===== config.mk =====
export PLATFORM = sky130hd
export DESIGN_NAME = ci_issuer
export DESIGN_NICKNAME = d
export VERILOG_FILES = /design/src/rtl/ci_pkg.sv /design/src/rtl/ci_issuer.sv
export SDC_FILE = /design/constraint.sdc
export NUM_CORES = 1
export LEC_CHECK = 0
export BUFFER_PORTS_ARGS = -buffer_cell sky130_fd_sc_hd__buf_2
export CAP_MARGIN = 20
export CORE_UTILIZATION = 50
export DETAILED_ROUTE_END_ITERATION = 10
export PLACE_DENSITY = 0.86
export RECOVER_POWER = 50
export SETUP_SLACK_MARGIN = 0.1
export SLEW_MARGIN = 20
export SYNTH_ARGS = -nofsm -noshare
export SYNTH_HDL_FRONTEND = slang
export SYNTH_SLANG_ARGS = --single-unit
export TNS_END_PERCENT = 10

===== constraint.sdc =====
create_clock -name systemClock -period 4.1 [get_ports systemClock]
set_input_delay 0.82 -clock systemClock [delete_from_list [all_inputs] [get_ports systemClock]]
set_output_delay 0.82 -clock systemClock [all_outputs]
set_load 0.02 [all_outputs]

===== src/rtl/ci_pkg.sv =====
// Shared custom-instruction bus definitions: FSM state encoding, bus widths and
// the operand-A command codes understood by counter-style responders.
package ci_pkg;

    localparam int unsigned CI_ID_WIDTH   = 8;
    localparam int unsigned CI_DATA_WIDTH = 32;

    localparam logic [CI_DATA_WIDTH-1:0] CI_A_READ  = 32'd0;
    localparam logic [CI_DATA_WIDTH-1:0] CI_A_RESET = 32'd1;

    typedef logic [1:0] ciState_t;

    localparam ciState_t IDLE    = 2'd0;
    localparam ciState_t ISSUE   = 2'd1;
    localparam ciState_t WAIT    = 2'd2;
    localparam ciState_t RESPOND = 2'd3;

endpackage


===== src/rtl/ci_issuer.sv =====
// Single-outstanding command issuer for the shared custom-instruction bus.
// Optional WAIT timeout is enabled with the CI_ISSUER_TIMEOUT_EN macro.
module ci_issuer
    import ci_pkg::*;
#(
    parameter logic [31:0] TIMEOUT_CYCLES = 32'd255
) (
    input  logic                     systemClock,
    input  logic                     reset,

    input  logic                     cmdValid,
    output logic                     cmdReady,
    input  logic [CI_ID_WIDTH-1:0]   cmdN,
    input  logic [CI_DATA_WIDTH-1:0] cmdValueA,
    input  logic [CI_DATA_WIDTH-1:0] cmdValueB,

    output logic                     rspValid,
    input  logic                     rspReady,
    output logic [CI_DATA_WIDTH-1:0] rspResult,
    output logic                     rspTimeout,

    output logic                     ciStart,
    output logic                     ciCke,
    output logic [CI_ID_WIDTH-1:0]   ciN,
    output logic [CI_DATA_WIDTH-1:0] ciValueA,
    output logic [CI_DATA_WIDTH-1:0] ciValueB,
    input  logic [CI_DATA_WIDTH-1:0] ciResult,
    input  logic                     ciDone
);

    ciState_t                 stateQ, stateD;
    logic [CI_ID_WIDTH-1:0]   idQ;
    logic [CI_DATA_WIDTH-1:0] valueAQ, valueBQ;
    logic [CI_DATA_WIDTH-1:0] resultQ;
    logic                     accept;
    logic                     inFlight;
    logic                     busActive;
    logic                     expired;

    assign accept   = (stateQ == IDLE) && cmdValid;
    assign inFlight = (stateQ == ISSUE) || (stateQ == WAIT);

`ifdef CI_ISSUER_TIMEOUT_EN
    logic [31:0] waitCountQ;
    logic [31:0] waitNext;
    logic        timeoutQ;

    assign waitNext = waitCountQ + 32'd1;
    // Fires on the TIMEOUT_CYCLES-th WAIT cycle; a coincident ciDone still wins below.
    assign expired  = (stateQ == WAIT) && (waitNext >= TIMEOUT_CYCLES);

    always_ff @(posedge systemClock) begin
        if (reset) begin
            waitCountQ <= '0;
            timeoutQ   <= 1'b0;
        end else begin
            if (accept) begin
                waitCountQ <= '0;
            end else if (stateQ == WAIT) begin
                waitCountQ <= waitNext;
            end
            if (inFlight && ciDone) begin
                timeoutQ <= 1'b0;
            end else if (expired) begin
                timeoutQ <= 1'b1;
            end
        end
    end

    assign rspTimeout = timeoutQ;
`else
    logic unusedTimeoutCycles;

    assign unusedTimeoutCycles = ^TIMEOUT_CYCLES;
    assign expired             = 1'b0;
    assign rspTimeout          = 1'b0;
`endif

    always_comb begin
        stateD = stateQ;
        case (stateQ)
            IDLE:    if (cmdValid) stateD = ISSUE;
            ISSUE:   stateD = ciDone ? RESPOND : WAIT;
            WAIT:    if (ciDone || expired) stateD = RESPOND;
            RESPOND: if (rspReady) stateD = IDLE;
            default: stateD = IDLE;
        endcase
    end

    always_ff @(posedge systemClock) begin
        if (reset) begin
            stateQ  <= IDLE;
            idQ     <= '0;
            valueAQ <= '0;
            valueBQ <= '0;
            resultQ <= '0;
        end else begin
            stateQ <= stateD;
            if (accept) begin
                idQ     <= cmdN;
                valueAQ <= cmdValueA;
                valueBQ <= cmdValueB;
            end
            if (inFlight && ciDone) begin
                resultQ <= ciResult;
            end else if (expired) begin
                resultQ <= '0;
            end
        end
    end

    // Gate on reset as well so the shared bus is quiet even before the first reset edge.
    assign busActive = inFlight && !reset;

    assign cmdReady  = (stateQ == IDLE);
    assign rspValid  = (stateQ == RESPOND) && !reset;
    assign rspResult = resultQ;

    assign ciStart  = (stateQ == ISSUE) && !reset;
    assign ciCke    = busActive;
    assign ciN      = busActive ? idQ : '0;
    assign ciValueA = busActive ? valueAQ : '0;
    assign ciValueB = busActive ? valueBQ : '0;

endmodule


==> summary.md, run 1 <==
| Metric | Value |
|---|---|
| Status | finished, violations left |
| Failing checks | max-capacitance violations, max-slew violations |
| Worst Path Arrival | 2230 ps |
| Met2 Routed Length | between 5 and 6 mm |
| Register area share after synthesis | 0.471 |
| Area Growth Syn to Fin | 24.8% |
| Total setup buffers inserted after CTS | 0 |
| CTS max path bufs | 2 |
| Most frequent cells in the layout | nand2_1 (199), buf_2 (183), dfxtp_1 (106) |
| Syn_nets | approximately 670 |
| Synthesis-stage register bit count | around 110 |
| Clock slew at reported path FFs | roughly 90 ps |
| Layout Skew | 12.1 ps |
| Largest net degree at the start of global routing | 84 |
| Mean routed wirelength per cell | 13.0 um |
| Syn Area/Cell | 8.04 sq um |
| Tmin final | 3050 ps |
| 1st-iter DRT viols | roughly 130 |
| M1 wire length | approximately 4.6 mm |
| Hold Crit Class | flop to flop |
| Gr ovfl total | 0 |
| Met3 routed WL | 579 um |
| F_max | 328 MHz |
| Residual DRC | 0 |
| Max-cap viol count | 1 |
| RSZ-0062 raised after global routing | false |
| Crit-path max cell delay | 460 ps |
| Starting Density | 0.516 |
| Core Rows | 34 |
| Vias/cell | 4.94 |
| Via count | 4254 |
| Total GRT Usage | 0.235 |
| CTS tree | built |
| # placed instances | between 800 and 900 |
| Max Used Layer | met4 |
| Final nets | 862 |
| Crit end category | output pin |
| Crit Path Max Fanout | 73 |
| Post-DP HPWL | 8.07 mm |
| Setup_tns | 0 ps |
| Netlist cell types | 26 |
| Clock sink total | 106 |
| WS Path Type | flop to output pin |
| Slew HR | -0.230 |
| Vias in the first global route | 4184 |
| Number of antenna violations at the first check in global routing | 0 |
| Final number of hold-violating endpoints | 0 |
| Clock Latency Late Sink | 350 ps |
| Power consumption | between 3 and 4 mW |
| Mapped Area | 4500 sq um |
| Gpl congestion | 0.786 |
| Placed cell area | 5480 sq um |
| First-pass GRT wire length | 18.3 mm |
| Critical Path Source Type | flop |
| Commonest non-fill, non-tap cell in the layout | nand2_1 |
| Hold Slack | 455 ps |
| Die area | between 9000 and 10000 sq um |
| Non-Filler Instances | around 860 |
| Die Y | about 97 um |
| Reg-to-reg setup timing slack | 1710 ps |
| Resize count post-CTS | 0 |
| Final Cycle Share | 0.743 |
| Synth Warn # | 0 |
| CTS Hold Buffers Added | 0 |
| Post-route ant nets | 0 |
| CTS buffer count | 9 |
| Actual slew at the worst max-slew pin | 1840 ps |
| Router iterations before antenna repair | 4 |
| Die X | 96.9 um |
| Post-route cell area | 5620 sq um |
| Cell leakage power | 2.54 nW |
| Finish-stage setup viols | 0 |
| Core area | approximately 8700 sq um |
| Io pins | about 220 |
| I/O Buffers | approximately 220 |
| Root Driver | clkbuf_8 |
| WP data required | 3280 ps |
| Post-Synthesis Cells | 560 |
| VDD IR max | 433 uV |
| Layout cells sized above 1 | 0.322 |
| Slowest-stage cell, CP | buf_4 |
| Htree depth | 3 |
| Inserted Diodes | 0 |
| CP cell instances | inv_1, ha_1, nor2b_4, buf_4, and2_1, buf_2 |
| Fin. max-slew vios | 84 |
| Pwr Density | 571 nW/um^2 |
| Final WL | 11.2 mm |
==> layout make-up <==
| type | instances | area (sq um) |
|---|---|---|
| multi-input cells | 409 | 2060 |
| inverters | 2 | 7.51 |
| fillers | 787 | 3100 |
| clock inverters | 3 | 46.3 |
| flip-flops and latches | 106 | 2120 |
| repair buffers | 221 | 1080 |
| well taps | 108 | 135 |
| clock buffers | 13 | 169 |
==> worst max-delay path, delay by kind of cell (launching register included) <==
kind / cells / cell delay (ps)
adder cells (fa/ha/maj): 1 / 350
AND/OR/NAND/NOR: 2 / 380
buffers and inverters: 3 / 720
flip-flops: 1 / 420
==> cells in the mapped netlist <==
| cell type | number | area [sq um] |
|---|---|---|
| a211oi_1 | 1 | 7.51 |
| a21oi_1 | 70 | 350 |
| a21oi_2 | 35 | 307 |
| a221oi_1 | 1 | 8.76 |
| and2_1 | 73 | 457 |
| and2_2 | 1 | 7.51 |
| buf_1 | 5 | 18.8 |
| buf_12 | 1 | 20.0 |
| buf_2 | 15 | 75.1 |
| buf_4 | 3 | 22.5 |
| buf_6 | 2 | 22.5 |
| buf_8 | 5 | 75.1 |
| clkbuf_1 | 6 | 22.5 |
| clkbuf_2 | 6 | 30.0 |
| conb_1 | 1 | 3.75 |
| dfxtp_1 | 106 | 2120 |
| ha_1 | 4 | 50.1 |
| inv_1 | 2 | 7.51 |
| nand2_1 | 200 | 751 |
| nand2_2 | 10 | 62.6 |
| nand2b_1 | 3 | 18.8 |
| nand4_1 | 1 | 6.26 |
| nor2b_1 | 6 | 37.5 |
| nor3_1 | 1 | 5.00 |
| o2111ai_1 | 1 | 8.76 |
| o31ai_1 | 1 | 7.51 |
==> state kept, by name (all words and copies together), names as in the netlist <==
| register | cells |
|---|---|
| stateQ | 2 |
| rspResult | 32 |
| valueBQ | 32 |
| idQ | 8 |
| valueAQ | 32 |
==> path summary, 6_finish.rpt <==
check | start | to | depth (start not counted)
worst min-delay path | idQ[1] | idQ[1] | 2
worst max-delay path | stateQ[1] | ciValueA[2] | 6
worst max register to register | stateQ[0] | valueBQ[14] | 6
worst min register to register | idQ[1] | idQ[1] | 2
==> power breakdown <==
part | switching, mW | internal, mW
Sequential | 0.112 | 1.24
Combinational | 0.816 | 0.375
Clock | 0.331 | 0.334
Total | 1.26 | 1.95
==> cell families after synthesis <==
| group | count (synthesis) | share of synthesized area |
|---|---|---|
| compound gates | 109 | 0.153 |
| fa+ha+maj | 4 | 0.0111 |
| buf+inv | 45 | 0.0653 |
| flops | 106 | 0.471 |
| other cells | 1 | 0.000833 |
| simple gates | 295 | 0.299 |
==> routing by layer <==
metal	vias up	GRT usage
li1	2143	-
met1	1932	0.262
met2	155	0.435
met3	24	0.0477
met4	0	0.0918
met5	-	0
==> stage by stage <==
| stage | setup slack [ps] | util |
|---|---|---|
| global placement | 1250 | 0.629 |
| detailed placement | 1230 | 0.629 |
| floorplan | 1640 | - |
| CTS | 1040 | 0.654 |
| global route | 894 | 0.644 |
| finish | 1050 | 0.644 |
Power figures use the tool's default switching activity.
==> run 2, diff against run 1 <==
--- a/config.mk
+++ b/config.mk
@@ -5,11 +5,12 @@
 export SDC_FILE = /design/constraint.sdc
 export NUM_CORES = 1
 export LEC_CHECK = 0
+export ABC_AREA = 1
 export BUFFER_PORTS_ARGS = -buffer_cell sky130_fd_sc_hd__buf_2
 export CAP_MARGIN = 20
-export CORE_UTILIZATION = 50
+export CORE_UTILIZATION = 41
 export DETAILED_ROUTE_END_ITERATION = 10
-export PLACE_DENSITY = 0.86
+export PLACE_DENSITY = 0.76
 export RECOVER_POWER = 50
 export SETUP_SLACK_MARGIN = 0.1
 export SLEW_MARGIN = 20
==> constraint.sdc (replaced) <==
create_clock -name systemClock -period 2.65 [get_ports systemClock]
set_input_delay 0.53 -clock systemClock [delete_from_list [all_inputs] [get_ports systemClock]]
set_output_delay 0.53 -clock systemClock [all_outputs]
set_load 0.02 [all_outputs]
==> run 2 against run 1 <==
  * The run now ends clean
  * Largest cell class unchanged
  * Setup slack got worse by 790 ps
  * Area after synthesis fell by 4.7%
  * Combinational power rose by 110%
  * Clock-buffer cell count fell by 3
  * Total power rose by 79%
  * Sequential share of layout area rose by 1.2 points
  * Clock skew barely moved
  * Highest routed layer unchanged
  * Final area fell by 3.0%
  * Global-route usage fell by 4.5 points
  * Wire length fell by 8.3%
  * Hold slack got worse by 34 ps
==> summary.md, run 2 <==
| Metric | Value |
|---|---|
| Post-Synthesis Cells | 567 (was 560) |
| Clock Latency Late Sink | 360 ps (was 350 ps) |
| Commonest non-fill, non-tap cell in the layout | buf_2 (was nand2_1) |
| WP data required | 2120 ps (was 3280 ps) |
| VDD IR max | 393 uV (was 433 uV) |
| Layout Skew | 12.1 ps (about the same) |
| Yosys top cell area share | 0.494 (was 0.471) |
| F_max | 419 MHz |
| Power consumption | 5.74 mW (was 3.21 mW) |
| Actual slew at the worst max-slew pin | 948 ps (was 1840 ps) |
| Register area share after synthesis | 0.494 (was 0.471) |
| Switching Power | 2.43 mW (was 1.26 mW) |
| Core Rows | 36 (was 34) |
| Post-DP HPWL | 7.25 mm (was 8.07 mm) |
| Syn Area/Cell | 7.57 sq um (was 8.04 sq um) |
| Fin. max-slew vios | 0 (was 84) |
| Slowest-stage cell, CP | dfxtp_1 (was buf_4) |
| Prevailing post-synth register cell | dfxtp_1 (unchanged) |
| Core area | 9950 sq um (was 8720 sq um) |
| Number of antenna violations at the first check in global routing | 0 (unchanged) |
| Synth Area in Compound Gates | 0.212 (was 0.153) |
| Reg power frac | 0.402 (was 0.422) |
| Die X | 104 um (was 96.9 um) |
| Hold Crit Class | input port to flop (was flop to flop) |
| Hold Crit Endpoint | stateQ[1] (was idQ[1]) |
| CTS max path bufs | 2 (unchanged) |
| Starting Density | 0.431 (was 0.516) |
| Most numerous cell in the Yosys netlist | nor2_1 (was nand2_1) |
| Final nets | 873 (was 862) |
| Finish-stage setup viols | 0 (unchanged) |
| Via count | 4163 (was 4254) |
| Residual DRC | 0 (unchanged) |
| Final number of hold-violating endpoints | 0 (unchanged) |
| Router iterations before antenna repair | 6 (was 4) |
| Syn_nets | 680 (was 673) |
| Synthesis-stage register bit count | 106 (unchanged) |
| Cell leakage power | 2.59 nW (was 2.54 nW) |
| Inserted Diodes | 0 (unchanged) |
| Number of synthesized flops with an enable pin | 0 (unchanged) |
| Buf+Inv Stages, Crit Path | 3 (unchanged) |
| Io pins | 218 (unchanged) |
| Crit Path Max Fanout | 49 (was 73) |
| Mapped Area | 4290 sq um (was 4500 sq um) |
| Die area | 10900 sq um (was 9390 sq um) |
| Multiplexer share of the synthesized area | 0 (unchanged) |
| First-pass GRT wire length | 17.1 mm (was 18.3 mm) |
| CTS tree | built (unchanged) |
| WS Path Type | flop to output pin (unchanged) |
| Synth area leader | dfxtp_1 (unchanged) |
| Switching share of power | 0.424 (was 0.392) |
| Critical Path Source Type | flop (unchanged) |
| Most frequent cells after synthesis | nor2_1 (139), dfxtp_1 (106), o21ai_0 (99) (was nand2_1 (200), dfxtp_1 (106), and2_1 (73)) |
| Synth Warn # | 0 (unchanged) |
| Crit end category | output pin (unchanged) |
| CP cell instances | inv_1, ha_1, nand2_2, buf_8, nor2_1, buf_2 (was inv_1, ha_1, nor2b_4, buf_4, and2_1, buf_2) |
| Htree depth | 3 (unchanged) |
| Reg2reg end | valueAQ[25] (was valueBQ[14]) |
| Pwr Density | 1050 nW/um^2 (was 571 nW/um^2) |
| Area Growth Syn to Fin | 27.1% (was 24.8%) |
| Adder-cell share of the synthesized area | 0.0117 (was 0.0111) |
| Worst Path Arrival | 1860 ps (was 2230 ps) |
| Reg2reg path depth | 6 (unchanged) |
| Critical R2R Launch | stateQ[0] (unchanged) |
| Setup_tns | 0 ps (unchanged) |
| RSZ-0062 raised after global routing | false (unchanged) |
| Layout cells sized above 1 | 0.275 (was 0.322) |
| XOR/XNOR share of the synthesized area | 0 (unchanged) |
| Hold Path Origin | reset (was idQ[1]) |
| Post-route ant nets | 0 (unchanged) |
| I/O Buffers | 216 (unchanged) |
| Total GRT Usage | 0.190 (was 0.235) |
| Clock slew at reported path FFs | 80 ps (was 90 ps) |
| Post-Synth Simple-Gate Area | 0.138 (was 0.299) |
| Int Power | 3.31 mW (was 1.95 mW) |
| Reg-to-reg setup timing slack | 530 ps (was 1710 ps) |
| FFs w/ async S/R, synth | 0 (unchanged) |
| Gpl congestion | 0.781 (was 0.786) |
| WHS Path Cells | 2 (unchanged) |
| Final Cycle Share | 0.901 |
| Max-cap viol count | 0 (was 1) |
| Gr ovfl total | 0 (unchanged) |
| Clock share of power | 0.165 (was 0.207) |
| Clock sink total | 106 (unchanged) |
| Mean routed wirelength per cell | 11.5 um (was 13.0 um) |
| Netlist cell types | 18 (was 26) |
| Vias in the first global route | 3882 (was 4184) |
| 1st-iter DRT viols | 267 (was 134) |
| Die Y | 104 um (was 96.9 um) |
| Most frequent cells in the layout | buf_2 (181), nor2_1 (139), dfxtp_1 (106) (was nand2_1 (199), buf_2 (183), dfxtp_1 (106)) |
| Final WL | 10.3 mm (was 11.2 mm) |
| Largest family of logic cells by synthesized area | compound AO/OA/AOI/OAI gates (was simple AND/OR/NAND/NOR gates) |
| Crit-path max cell delay | 410 ps (was 460 ps) |
| Largest cells by area after synthesis | dfxtp_1 (49%), nor2_1 (12%), o21ai_0 (12%), a21oi_1 (8.0%), inv_1 (7.2%) (was dfxtp_1 (47%), nand2_1 (17%), and2_1 (10%), a21oi_1 (7.8%), a21oi_2 (6.8%)) |
| Vias/cell | 4.64 (was 4.94) |
| Largest net degree at the start of global routing | 105 (was 84) |
| Comb pwr share | 0.433 (was 0.371) |
| CTS buffer count | 9 (unchanged) |
| Status | complete, no violations (was finished, violations left) |
| Tmin final | 2390 ps |
| WP depth | 6 (unchanged) |
| Root Driver | clkbuf_8 (unchanged) |
| Family with the most delay on the worst path | buffers and inverters (unchanged) |
| Slew HR | 0.367 (was -0.230) |
==> run 2: changes by cell type after synthesis, moves of 7 or more <==
cell     change
o21ai_0     +99
buf_2        -7
nand2_2      -9
inv_1       +80
nor2_1     +139
and2_1      -73
a21oi_2     -30
nand2_1    -190
buf_6       +13
==> run 2: final cells by class <==
cell class	count	area, sq um
Clock buffer	10	128
Clock inverter	6	57.6
Fill cell	979	4500
Inverter	84	315
Multi-Input combinational cell	337	1550
Sequential cell	106	2120
Tap cell	133	166
Timing Repair Buffer	222	1110
==> run 2: worst max-delay path by stage <==
stage,startpoint,to,slack (ps)
final,stateQ[0],ciValueB[15],260
after global routing,stateQ[0],ciValueB[13],140
after CTS,stateQ[0],ciValueB[15],210
after detailed placement,stateQ[0],ciValueB[15],490
after global placement,stateQ[0],ciValueA[17],570
after floorplan,stateQ[0],ciValueB[22],740
==> run 2: kinds of logic (layout without fill, tap and decap cells) <==
kind of cell / after synthesis / count (layout)
compound gates: 178 / 178
simple gates: 154 / 154
buf+inv: 124 / 322
flops: 106 / 106
fa+ha+maj: 4 / 4
other cells: 1 / 1
==> run 2: power by group through the flow <==
stage          Sequential [mW]  Combinational [mW]  Clock (mW)
2_1_floorplan             2.55                1.75           0
3_3_place_gp              2.32                2.48           0
3_5_place_dp              2.34                2.55           0
4_1_cts                   2.30                2.55       0.988
5_1_grt                   2.36                2.79        1.06
6_report                  2.31                2.48       0.947
==> run 2: metrics by stage <==
stage	std cells	worst slack [ps]	hold slack, ps	util	cell area (sq um)
after floorplan	567	745	429	-	4290
after global placement	882	571	440	0.533	5310
after detailed placement	882	485	446	0.533	5310
after CTS	898	206	408	0.552	5500
after global routing	898	136	405	0.548	5450
final	898	263	421	0.548	5450
==> run 2: per-layer routing <==
metal / GRT usage / vias up / share of wire
li1: - / 2152 / -
met2: 0.340 / 172 / 0.47
met1: 0.219 / 1828 / 0.44
met3: 0.0445 / 11 / 0.079
met5: 0 / - / 0
met4: 0.0684 / 0 / 0.013
==> run 2: timing repair <==
| action | CTS | global route |
|---|---|---|
| hold buffers | 0 | 0 |
| resized for setup | 1 | 2 |
| setup endpoints to repair | 8 | 8 |
| buffers inserted | 0 | 0 |
==> run 3, diff against run 2 <==
--- a/config.mk
+++ b/config.mk
@@ -8,6 +8,7 @@
 export ABC_AREA = 1
 export BUFFER_PORTS_ARGS = -buffer_cell sky130_fd_sc_hd__buf_2
 export CAP_MARGIN = 20
+export CORE_MARGIN = 5
 export CORE_UTILIZATION = 41
 export DETAILED_ROUTE_END_ITERATION = 10
 export PLACE_DENSITY = 0.76
==> run 3 against run 2 <==
  * The flow now finishes with violations (max-capacitance violations, max-slew violations)
  * Setup slack got worse by 43 ps
  * Wire length rose by 6.6%
  * Final cell count rose by 0.45%
  * Highest routed layer unchanged
==> summary.md, run 3 (same netlist as run 2, synthesis figures left out) <==
| Metric | Value |
|---|---|
| Core area | 10300 sq um (was 9950 sq um) |
| CTS Hold Buffers Added | 0 (unchanged) |
| Hold Crit Class | input port to flop (unchanged) |
| Crit end category | output pin (unchanged) |
| Pre-CTS WS | 594 ps (was 485 ps) |
| Max-cap viol count | 1 (was 0) |
| Die X | 112 um (was 104 um) |
| Final number of hold-violating endpoints | 0 (unchanged) |
| Hold Path Origin | ciResult[4] (was reset) |
| CTS max path bufs | 2 (unchanged) |
| Post-route ant nets | 0 (unchanged) |
| Fin. max-slew vios | 105 (was 0) |
| Hold Crit Endpoint | rspResult[4] (was stateQ[1]) |
| 1st-iter DRT viols | 255 (was 267) |
| Finish-stage setup viols | 0 (unchanged) |
| F_max | 412 MHz (was 419 MHz) |
| Vias/cell | 4.54 (was 4.64) |
| Mean routed wirelength per cell | 12.2 um (was 11.5 um) |
| Inserted Diodes | 0 (unchanged) |
| WP data required | 2120 ps (about the same) |
| Total GRT Usage | 0.167 (was 0.190) |
| Reg-to-reg setup timing slack | 810 ps (was 530 ps) |
| CTS tree | built (unchanged) |
| Layout Skew | 9.44 ps (was 12.1 ps) |
| WS Path Type | flop to output pin (unchanged) |
| Worst Path Arrival | 1900 ps (was 1860 ps) |
| Reg2reg end | valueBQ[15] (was valueAQ[25]) |
| WHS Path Cells | 3 (was 2) |
| Most frequent cells in the layout | buf_2 (183), nor2_1 (139), dfxtp_1 (106) (was buf_2 (181), nor2_1 (139), dfxtp_1 (106)) |
| Pwr Density | 1050 nW/um^2 (about the same) |
| Worst Slack Setup Final | 221 ps (was 263 ps) |
| Area Growth Syn to Fin | 27.6% (was 27.1%) |
| Vias in the first global route | 3942 (was 3882) |
| Cell leakage power | 2.59 nW (about the same) |
| Hold Slack | 423 ps (was 421 ps) |
| Fillers | 1080 (was 979) |
| Crit Path Max Fanout | 34 (was 49) |
| Final nets | 874 (was 873) |
| Status | finished, violations left (was complete, no violations) |
| Final Cycle Share | 0.917 (was 0.901) |
| Residual DRC | 0 (unchanged) |
| I/O Buffers | 216 (unchanged) |
| Critical R2R Launch | stateQ[0] (unchanged) |
| Critical Path Source Type | flop (unchanged) |
| Htree depth | 3 (unchanged) |
| Commonest non-fill, non-tap cell in the layout | buf_2 (unchanged) |
| Actual slew at the worst max-slew pin | 1680 ps (was 948 ps) |
| Layout cells sized above 1 | 0.279 (was 0.275) |
| Post-route cell area | 5480 sq um (was 5450 sq um) |
| Tmin final | 2430 ps (was 2390 ps) |
| Io pins | 218 (unchanged) |
| Via count | 4099 (was 4163) |
| CTS buffer count | 9 (unchanged) |
| First-pass GRT wire length | 17.5 mm (was 17.1 mm) |
| Clock slew at reported path FFs | 90 ps (was 80 ps) |
| Failing checks | max-capacitance violations, max-slew violations |
| Gpl congestion | 0.774 (was 0.781) |
| Core Rows | 37 (was 36) |
| Final WL | 11.0 mm (was 10.3 mm) |
| Placed cell area | 5320 sq um (was 5310 sq um) |
| Clock Latency Late Sink | 360 ps (about the same) |
| Die Y | 112 um (was 104 um) |
| Clock sink total | 106 (unchanged) |
| Setup_tns | 0 ps (unchanged) |
| Slew HR | -0.121 (was 0.367) |
| Largest net degree at the start of global routing | 105 (unchanged) |
| RSZ-0062 raised after global routing | true (was false) |
| Gr ovfl total | 0 (unchanged) |
| VDD IR max | 438 uV (was 393 uV) |
| Reg2reg path depth | 6 (unchanged) |
| Root Driver | clkbuf_8 (unchanged) |
| Router iterations before antenna repair | 4 (was 6) |
| Die area | 12600 sq um (was 10900 sq um) |
| Number of antenna violations at the first check in global routing | 0 (unchanged) |
| Starting Density | 0.418 (was 0.431) |
| Post-DP HPWL | 7.88 mm (was 7.25 mm) |
-- run 3: changes by cell type in the layout (fill, tap and decap cells not counted) --
| cell | before | now |
|---|---|---|
| clkinvlp_4 | 1 | 4 |
| clkbuf_2 | 0 | 1 |
| nand2_4 | 0 | 1 |
| clkbuf_1 | 36 | 33 |
| buf_8 | 1 | 0 |
| nand2_2 | 2 | 1 |
| buf_6 | 0 | 1 |
| buf_2 | 181 | 183 |
| clkinv_2 | 4 | 2 |
-- run 3: worst max-delay path, stage by stage (launching register included) --
cell and delay (ps):
dfxtp_1 410, inv_1 100, ha_1 340, nand2_2 100
buf_4 330, nor2_1 80, buf_2 170
-- run 3: layout make-up --
cell class              instances  area, sq um  share of cell area
clock inverters                 7         70.1              0.0128
inverters                      84          315              0.0576
repair buffers                223         1120               0.204
well taps                     136          170              0.0311
multi-input cells             337         1560               0.284
flip-flops and latches        106         2120               0.388
clock buffers                   9          124              0.0226
-- run 3: report_power, final --
group | total, mW | leakage, nW | switching, mW | internal (mW)
sequential | 2.30 | 0.876 | 0.186 | 2.12
combinational | 2.49 | 1.63 | 1.73 | 0.763
clock | 0.977 | 0.0873 | 0.543 | 0.433
total | 5.77 | 2.59 | 2.46 | 3.31
-- run 3: routing by layer --
| layer | global-route usage | vias up | part of all wire |
|---|---|---|---|
| met5 | 0 | - | 0 |
| met4 | 0.0601 | 0 | 0.015 |
| met3 | 0.0609 | 12 | 0.12 |
| met2 | 0.273 | 169 | 0.43 |
| met1 | 0.202 | 1766 | 0.43 |
| li1 | - | 2152 | - |
-- run 3: worst max path at each step --
stage,from,to,slack (ps),cells after the start
after floorplan,stateQ[0],ciValueB[22],740,5
after global placement,reset,valueBQ[15],600,5
after detailed placement,stateQ[0],ciValueB[13],590,6
after CTS,stateQ[0],ciValueB[13],170,6
after global routing,stateQ[0],ciN[6],50,6
final,stateQ[0],ciValueB[4],220,6
-- run 3: per-stage QoR --
stage / util / std cells / power, mW
final: 0.533 / 902 / 5.77
after global routing: 0.533 / 902 / 6.24
after CTS: 0.537 / 902 / 5.90
after detailed placement: 0.518 / 886 / 4.90
after global placement: 0.518 / 886 / 4.86
after floorplan: - / 567 / 4.30
-- run 3: timing repair --
item | CTS | global route
setup endpoints to repair | 0 | 72
gates resized for setup | 0 | 1
buffers inserted | 0 | 0
